==> src/rtl/design05_initiator.sv <==
// design05_initiator: runs one command as start -> result -> check calls on a target,
// aborting any call whose RDY stays low for TIMEOUT cycles, then returns one response.
module design05_initiator #(
  parameter int WIDTH   = 9,
  parameter int TIMEOUT = 255
) (
  input  logic             CLK,
  input  logic             RST,
  input  logic             cmd_valid,
  output logic             cmd_ready,
  input  logic [WIDTH-1:0] cmd_a,
  input  logic [WIDTH-1:0] cmd_b,
  input  logic [WIDTH-1:0] cmd_c,
  input  logic [WIDTH-1:0] cmd_d,
  output logic [WIDTH-1:0] start_st_a,
  output logic [WIDTH-1:0] start_st_b,
  output logic             EN_start,
  input  logic             RDY_start,
  output logic [WIDTH-1:0] result_st_c,
  input  logic [WIDTH-1:0] result,
  input  logic             RDY_result,
  output logic [WIDTH-1:0] check_st_d,
  output logic             EN_check,
  input  logic [WIDTH-1:0] check,
  input  logic             RDY_check,
  output logic             rsp_valid,
  input  logic             rsp_ready,
  output logic [WIDTH-1:0] rsp_result,
  output logic [WIDTH-1:0] rsp_check,
  output logic             rsp_timeout,
  output logic             busy
);
  localparam int TW = ($clog2(TIMEOUT + 1) > 8) ? $clog2(TIMEOUT + 1) : 8;
  typedef enum logic [2:0] {IDLE, START, RESULT, CHECK, RESP} state_t;
  state_t           state_q, state_d;
  logic [TW-1:0]    timer_q, timer_d;
  logic [WIDTH-1:0] a_q, a_d, b_q, b_d, c_q, c_d, d_q, d_d;
  logic [WIDTH-1:0] rsp_result_q, rsp_result_d, rsp_check_q, rsp_check_d;
  logic             rsp_timeout_q, rsp_timeout_d;
  logic             wait_rdy, expired;
  // timer_q counts wait cycles already spent; the TIMEOUT-th one with RDY low aborts
  always_comb begin
    state_d       = state_q;
    timer_d       = timer_q;
    a_d           = a_q;
    b_d           = b_q;
    c_d           = c_q;
    d_d           = d_q;
    rsp_result_d  = rsp_result_q;
    rsp_check_d   = rsp_check_q;
    rsp_timeout_d = rsp_timeout_q;
    wait_rdy      = (state_q == START) ? RDY_start : (state_q == RESULT) ? RDY_result : RDY_check;
    expired       = timer_q == TW'(TIMEOUT - 1);
    case (state_q)
      IDLE: if (cmd_valid) begin
        a_d           = cmd_a;
        b_d           = cmd_b;
        c_d           = cmd_c;
        d_d           = cmd_d;
        rsp_result_d  = '0;
        rsp_check_d   = '0;
        rsp_timeout_d = 1'b0;
        timer_d       = '0;
        state_d       = START;
      end
      START, RESULT, CHECK: begin
        timer_d = (wait_rdy || expired) ? '0 : timer_q + TW'(1);
        if (wait_rdy) begin
          case (state_q)
            START:   state_d = RESULT;
            RESULT:  state_d = CHECK;
            default: state_d = RESP;
          endcase
          if (state_q == RESULT) rsp_result_d = result;
          if (state_q == CHECK) rsp_check_d = check;
        end else if (expired) begin
          state_d       = RESP;
          rsp_timeout_d = 1'b1;
        end
      end
      RESP: if (rsp_ready) begin
        state_d       = IDLE;
        rsp_timeout_d = 1'b0;
      end
      default: state_d = IDLE;
    endcase
  end
  always_ff @(posedge CLK or posedge RST) begin
    if (RST) begin
      state_q       <= IDLE;
      timer_q       <= '0;
      a_q           <= '0;
      b_q           <= '0;
      c_q           <= '0;
      d_q           <= '0;
      rsp_result_q  <= '0;
      rsp_check_q   <= '0;
      rsp_timeout_q <= 1'b0;
    end else begin
      state_q       <= state_d;
      timer_q       <= timer_d;
      a_q           <= a_d;
      b_q           <= b_d;
      c_q           <= c_d;
      d_q           <= d_d;
      rsp_result_q  <= rsp_result_d;
      rsp_check_q   <= rsp_check_d;
      rsp_timeout_q <= rsp_timeout_d;
    end
  end
  assign cmd_ready   = (state_q == IDLE) && !RST;
  assign busy        = state_q != IDLE;
  assign EN_start    = (state_q == START) && RDY_start;
  assign EN_check    = (state_q == CHECK) && RDY_check;
  assign rsp_valid   = state_q == RESP;
  assign start_st_a  = a_q;
  assign start_st_b  = b_q;
  assign result_st_c = c_q;
  assign check_st_d  = d_q;
  assign rsp_result  = rsp_result_q;
  assign rsp_check   = rsp_check_q;
  assign rsp_timeout = rsp_timeout_q;
endmodule

==> config.mk <==
export PLATFORM = sky130hd
export DESIGN_NAME = design05_initiator
export DESIGN_NICKNAME = d
export VERILOG_FILES = /design/src/rtl/design05_initiator.sv
export SDC_FILE = /design/constraint.sdc
export NUM_CORES = 1
export LEC_CHECK = 0
export CORE_MARGIN = 4
export CORE_UTILIZATION = 30
export DETAILED_ROUTE_END_ITERATION = 7
export DONT_BUFFER_PORTS = 1
export PLACE_DENSITY_LB_ADDON = 0.3
export SYNTH_ARGS = -nofsm -noshare
export SYNTH_HDL_FRONTEND = slang
export SYNTH_SLANG_ARGS = --single-unit
==> constraint.sdc <==
create_clock -name CLK -period 5.62 [get_ports CLK]
set_clock_uncertainty 0.1 [all_clocks]
set_input_delay 0.843 -clock CLK [delete_from_list [all_inputs] [get_ports CLK]]
set_output_delay 0.843 -clock CLK [all_outputs]
set_load 0.01 [all_outputs]
==> impl_metrics.csv, run 1 <==
group,metric,value,unit
final_layout,final_cells,372,
cts,post_cts_buffers,0,
setup_path,required,4.68,ns
yosys,yosysWarnings,0,
cts,path_clk_slew,0.08,ns
timing,relSlewSlack,50.8,%
timing,slew_violations,0,
final_layout,finalNetCount,301,
die,initial_core_util,31.0,%
timing,max_slew.worst_pin.slew,0.738,ns
status,status,"finished clean",
route,drc,0,
pwr,cellLeakagePower,1.35,nW
cts,cts_tree,"yes",
die,die_w,106,microns
yosys,netlist_instances,239,
final_layout,fillers,949,
cts,hold_buffers,0,
route,num_vias,1811,
placed_design,dp_cells,356,
global_route,antenna_found_initial,0,
global_route,grt-ovfl-total,0,
setup_path,reg2reg_slack,3.53,ns
route,met1Wirelength,2670,microns
placed_design,hpwlAfterDp,4200,microns
die,coreArea,9280,sq um
placed_design,placed_area,2960,sq um
cts,clockRootBuffer,"clkbuf_8",
timing,rsz0062_at_grt,"false",
pwr,ir_drop,197,uV
yosys,synth_area,2880,sq um
timing,clock.fmax,0.404,GHz
run,cap_viol_max_count,0,
cts,cts_buffers,9,
global_route,grt_max_degree,42,
cts,cts_sinks,66,
cts,clockBufferDepth,2,
die,rows,35,
pwr,powerDensity,557,nW/um^2
setup_path,arrival,1.53,ns
final_layout,antenna_cells,0,
hold_path,hold_path_class,"primary input to async pin",
final_layout,final_area,3190,sq um
route,drtAntennaViolNets,0,
pwr,p_total,1.78,mW
die,io_pins,121,
route,routed.top_layer,"met4",
die,die_h,106,microns
setup_path,crit_type,"flip-flop to output pin",
route,wl_met3,537,microns
global_route,grt_first_pass_wirelength,9840,microns
final_layout,area_delta_synth_final,10.7,%
route,wl_per_cell,16.1,microns
yosys,mappedNetlistNets,302,
placed_design,gp_congestion,0.742,
yosys,yosysSeqAreaShare,57.4,%
placed_design,portBuffers,0,
yosys,ys_seq_elements,66,
setup_path,startpoint_type,"flip-flop",
die,dieArea,11200,sq um
route,drt_iter0_drc,98,
route,drt-total-wl,5980,microns
timing,hold_viol,0,
cts,clk_latency,0.33,ns
yosys,avgSynthCellArea,12.0,sq um
timing,tns,0,ns
timing,finalSetupViolCount,0,
setup_path,critPathCaptureType,"output pin",
cts,h-tree-depth,3,
global_route,grt_usage,11.2,%
timing,timing.final.crit_share,44.1,%
global_route,grt_pass1_vias,1834,
route,dr.pass1.iters,4,
route,met2_length,2700,microns
setup_path,worst-path-max-fanout,11,
yosys,synth_cell_types,37,
timing,whs,0.330,ns
route,routed_via_density,4.87,
cts,ctsResizeCount,0,
final_layout,drive_gt1_share,25.5,%
timing,period_needed,2.48,ns
-- where the power goes --
part	switching [mW]	leakage [nW]	internal (mW)
logic	0.217	0.418	0.213
registers	0.233	0.826	0.658
clock network	0.192	0.109	0.263
total	0.641	1.35	1.13
-- state kept, by name, summed over array words and instances (netlist names) --
register     flops
check_st_d       9
result_st_c      9
rsp_check        9
rsp_result       9
start_st_a       9
start_st_b       9
timer_q          8
state_q          3
rsp_timeout      1
-- cells by family after synthesis --
logic type | count (synthesis) | share of synthesized area (%)
buf+inv | 35 | 6.35
mux | 38 | 14.8
flops | 66 | 57.4
compound gates | 37 | 8.96
simple gates | 61 | 11.6
fa+ha+maj | 2 | 0.869
-- per-stage QoR --
| stage | setup WS [ns] | util (%) |
|---|---|---|
| CTS | 3.11 | 34.3 |
| detailed placement | 3.37 | 31.9 |
| floorplan | 3.02 | - |
| global route | 3.07 | 34.3 |
| finish | 3.14 | 34.3 |
| global placement | 3.41 | 31.9 |
-- worst max-delay path, stage by stage (launching register included) --
cell     delay (ns)
dfrtp_1        0.52
or3_1          0.47
nor2_1         0.21
-- routing by layer --
metal  vias up  track usage, %
li1        825               -
met1       900            14.8
met2        76            15.5
met3        10            6.07
met4         0            3.89
met5         -               0
-- cells in the mapped netlist (all sizes together) --
| master | n | area share, % |
|---|---|---|
| buf | 13 | 3.5 |
| o31ai | 4 | 1.0 |
| o32ai | 1 | 0.30 |
| o21bai | 1 | 0.65 |
| nor2 | 10 | 1.5 |
| clkbuf | 1 | 0.13 |
| nor4 | 2 | 0.43 |
| a311o | 1 | 0.35 |
| a21o | 3 | 0.78 |
| nand4 | 1 | 0.22 |
| o21a | 1 | 0.26 |
| a32oi | 1 | 0.57 |
| nor4b | 1 | 0.52 |
| dfrtp | 66 | 57 |
| nand2b | 3 | 0.91 |
| a21oi | 2 | 0.35 |
| mux2i | 1 | 0.35 |
| and2 | 3 | 0.65 |
| o21ai | 19 | 3.3 |
| ha | 2 | 0.87 |
| or2 | 1 | 0.22 |
| inv | 21 | 2.7 |
| a22o | 1 | 0.30 |
| nand3 | 21 | 3.7 |
| nand2 | 7 | 0.91 |
| nor2b | 5 | 1.1 |
| a221o | 3 | 1.0 |
| nor3 | 4 | 0.70 |
| and4 | 2 | 0.61 |
| mux2 | 37 | 14 |
| or3 | 1 | 0.22 |
-- cell type report --
class | instances | area [sq um] | area share (%)
clock buffer | 10 | 138 | 4.32
clock inverter | 6 | 88.8 | 2.79
inverter | 21 | 78.8 | 2.47
multi-input combinational | 138 | 1050 | 33.0
sequential | 66 | 1650 | 51.8
tap | 129 | 161 | 5.07
timing repair buffer | 2 | 15.0 | 0.471
-- cell usage in the layout (no fill, tap or decap), types with 2 or more instances in the layout --
cell type | Yosys | final
dfrtp_1 | 66 | 66
nand2_1 | 7 | 7
a21oi_1 | 2 | 2
nor2b_1 | 5 | 5
nor2_2 | 2 | 2
nand2b_1 | 2 | 2
and4_1 | 2 | 2
o21ai_0 | 18 | 18
a21o_1 | 3 | 3
nor2_1 | 8 | 8
clkinvlp_4 | 0 | 2
buf_4 | 7 | 2
ha_1 | 2 | 2
mux2_2 | 37 | 37
and2_1 | 3 | 3
nor3_1 | 4 | 4
nand3_1 | 21 | 21
clkbuf_8 | 0 | 10
o31ai_1 | 4 | 4
bufinv_16 | 0 | 2
inv_1 | 21 | 20
a221o_1 | 3 | 3
nor4_1 | 2 | 2
-- path summary, 6_finish.rpt --
check	startpoint	endpoint	depth (start not counted)
worst min register to register	timer_q[5]	timer_q[5]	1
min in group CLK	timer_q[5]	timer_q[5]	1
worst max-delay path	state_q[1]	cmd_ready	2
max in group asynchronous	RST	check_st_d[5]	2
worst max register to register	state_q[1]	timer_q[7]	4
worst min-delay path	RST	rsp_result[1]	1
Power figures use the tool's default switching activity.
==> run 2, diff against run 1 <==
==> constraint.sdc (replaced) <==
create_clock -name CLK -period 2.1 [get_ports CLK]
set_clock_uncertainty 0.1 [all_clocks]
set_input_delay 0.315 -clock CLK [delete_from_list [all_inputs] [get_ports CLK]]
set_output_delay 0.315 -clock CLK [all_outputs]
set_load 0.01 [all_outputs]
==> impl_metrics.csv, run 2 (same netlist as run 1, synthesis figures left out) <==
group,metric,value,unit
status,status,"finished clean",
route,dr.pass1.iters,6,
die,coreArea,9280,sq um
route,met2_length,3000,microns
placed_design,portBuffers,0,
hold_path,hold_path_class,"primary input to flip-flop",
setup_path,crit-reg2reg-launch,"state_q[1]",
cts,clockRootBuffer,"clkbuf_8",
route,routed_via_density,4.74,
final_layout,final_common_cell,"dfrtp_1",
die,die_h,106,microns
hold_path,hold_start,"result[8]",
route,drt-total-wl,6230,microns
final_layout,fillers,948,
pwr,clkPwrFrac,19.9,%
route,drc,0,
timing,slew_violations,0,
timing,period_needed,1.94,ns
setup_path,required,1.68,ns
setup_path,worst-path-max-fanout,6,
cts,clockBufferDepth,2,
timing,rsz0062_at_grt,"false",
die,die_w,106,microns
cts,h-tree-depth,3,
die,dieArea,11200,sq um
final_layout,antenna_cells,0,
hold_path,min_delay_worst_endpoint,"rsp_result[8]",
placed_design,gp_congestion,0.748,
setup_path,reg2reg_slack,0.26,ns
die,initial_core_util,31.0,%
final_layout,finalNetCount,316,
timing,max_slew.worst_pin.slew,0.781,ns
setup_path,r2r_cells,4,
pwr,power.net_switching,1.68,mW
route,wl_met3,528,microns
global_route,grt_pass1_vias,1889,
final_layout,final_area,3270,sq um
timing,clock.fmax,0.515,GHz
final_layout,area_delta_synth_final,13.7,%
cts,cts_buffers,9,
cts,post_cts_buffers,0,
timing,relSlewSlack,47.9,%
die,io_pins,121,
final_layout,final_cells,385,
placed_design,dp_cells,360,
final_layout,final_cell_mix,"dfrtp_1, mux2_2, nand3_1, inv_1, o21ai_0",
placed_design,hpwlAfterDp,4440,microns
setup_path,startpoint_type,"flip-flop",
route,drt_iter0_drc,102,
route,wl_per_cell,16.2,microns
cts,cts_sinks,66,
global_route,grt_first_pass_wirelength,9970,microns
hold_path,hold_depth,2,
timing,whs,0.0221,ns
timing,hold_viol,0,
setup_path,arrival,1.53,ns
setup_path,crit_type,"flip-flop to output pin",
setup_path,reg2reg_to,"state_q[1]",
setup_path,critPathLaunch,"state_q[2]",
route,drtAntennaViolNets,0,
route,met1Wirelength,2630,microns
timing,tns,0,ns
pwr,power_frac_comb,27.6,%
route,num_vias,1825,
pwr,powerDensity,1380,nW/um^2
setup_path,critPathCaptureType,"output pin",
run,cap_viol_max_count,0,
global_route,antenna_found_initial,0,
global_route,grt-ovfl-total,0,
timing,timing.final.crit_share,92.5,%
pwr,ir_drop,475,uV
pwr,seqPwrFrac,52.5,%
placed_design,placed_area,3000,sq um
route,routed.top_layer,"met4",
global_route,grt_max_degree,38,
cts,clk_latency,0.33,ns
global_route,grt_usage,11.4,%
final_layout,drive_gt1_share,24.6,%
timing,finalSetupViolCount,0,
pwr,cellLeakagePower,1.39,nW
cts,cts_tree,"yes",
cts,path_clk_slew,0.07,ns
die,rows,35,
pwr,p_int,2.83,mW
pwr,swShare,37.2,%
run 2: per-stage QoR:
step	utilization, %	power, mW	worst slack, ns
after CTS	34.8	4.60	0.126
final	35.2	4.51	0.157
after global routing	35.2	4.85	0.0692
after detailed placement	32.3	3.65	0.247
after floorplan	-	3.37	0.0302
after global placement	32.3	3.61	0.285
run 2: layout make-up:
cell class | instances | area [sq um] | share of cell area, %
clock buffer | 11 | 141 | 4.32
clock inverter | 3 | 17.5 | 0.536
inverter | 21 | 78.8 | 2.41
multi-input combinational | 138 | 1050 | 32.2
sequential | 66 | 1650 | 50.5
tap | 129 | 161 | 4.93
timing repair buffer | 17 | 168 | 5.13
run 2: power by group through the flow:
stage / Sequential [mW] / Combinational, mW / Clock, mW
after CTS: 2.39 / 1.26 / 0.952
after global routing: 2.44 / 1.40 / 1.01
final: 2.37 / 1.24 / 0.897
after detailed placement: 2.40 / 1.25 / 0
after global placement: 2.40 / 1.21 / 0
after floorplan: 2.24 / 1.13 / 0
run 2: what timing repair did:
action / 4_1_cts / 5_1_grt
hold buffers: 7 / 4
hold endpoints to repair: 24 / 4
gates resized for setup: 0 / 0
run 2: worst max-delay path by stage:
stage	slack (ns)	cells past startpoint	end
final	0.16	3	cmd_ready
after CTS	0.13	3	cmd_ready
after global routing	0.07	5	timer_q[3]
after global placement	0.28	4	timer_q[7]
after detailed placement	0.25	5	timer_q[4]
after floorplan	0.03	1	check_st_d[0]
run 2: critical path, stage by stage, from the launching register on:
cell,delay (ns)
dfrtp_1,0.42
buf_4,0.18
or3_1,0.39
nor2_1,0.21
run 2: per-layer routing:
metal / vias up / global-route usage, %
li1: 853 / -
met1: 891 / 14.5
met2: 73 / 16.7
met3: 8 / 5.59
met4: 0 / 4.16
met5: - / 0
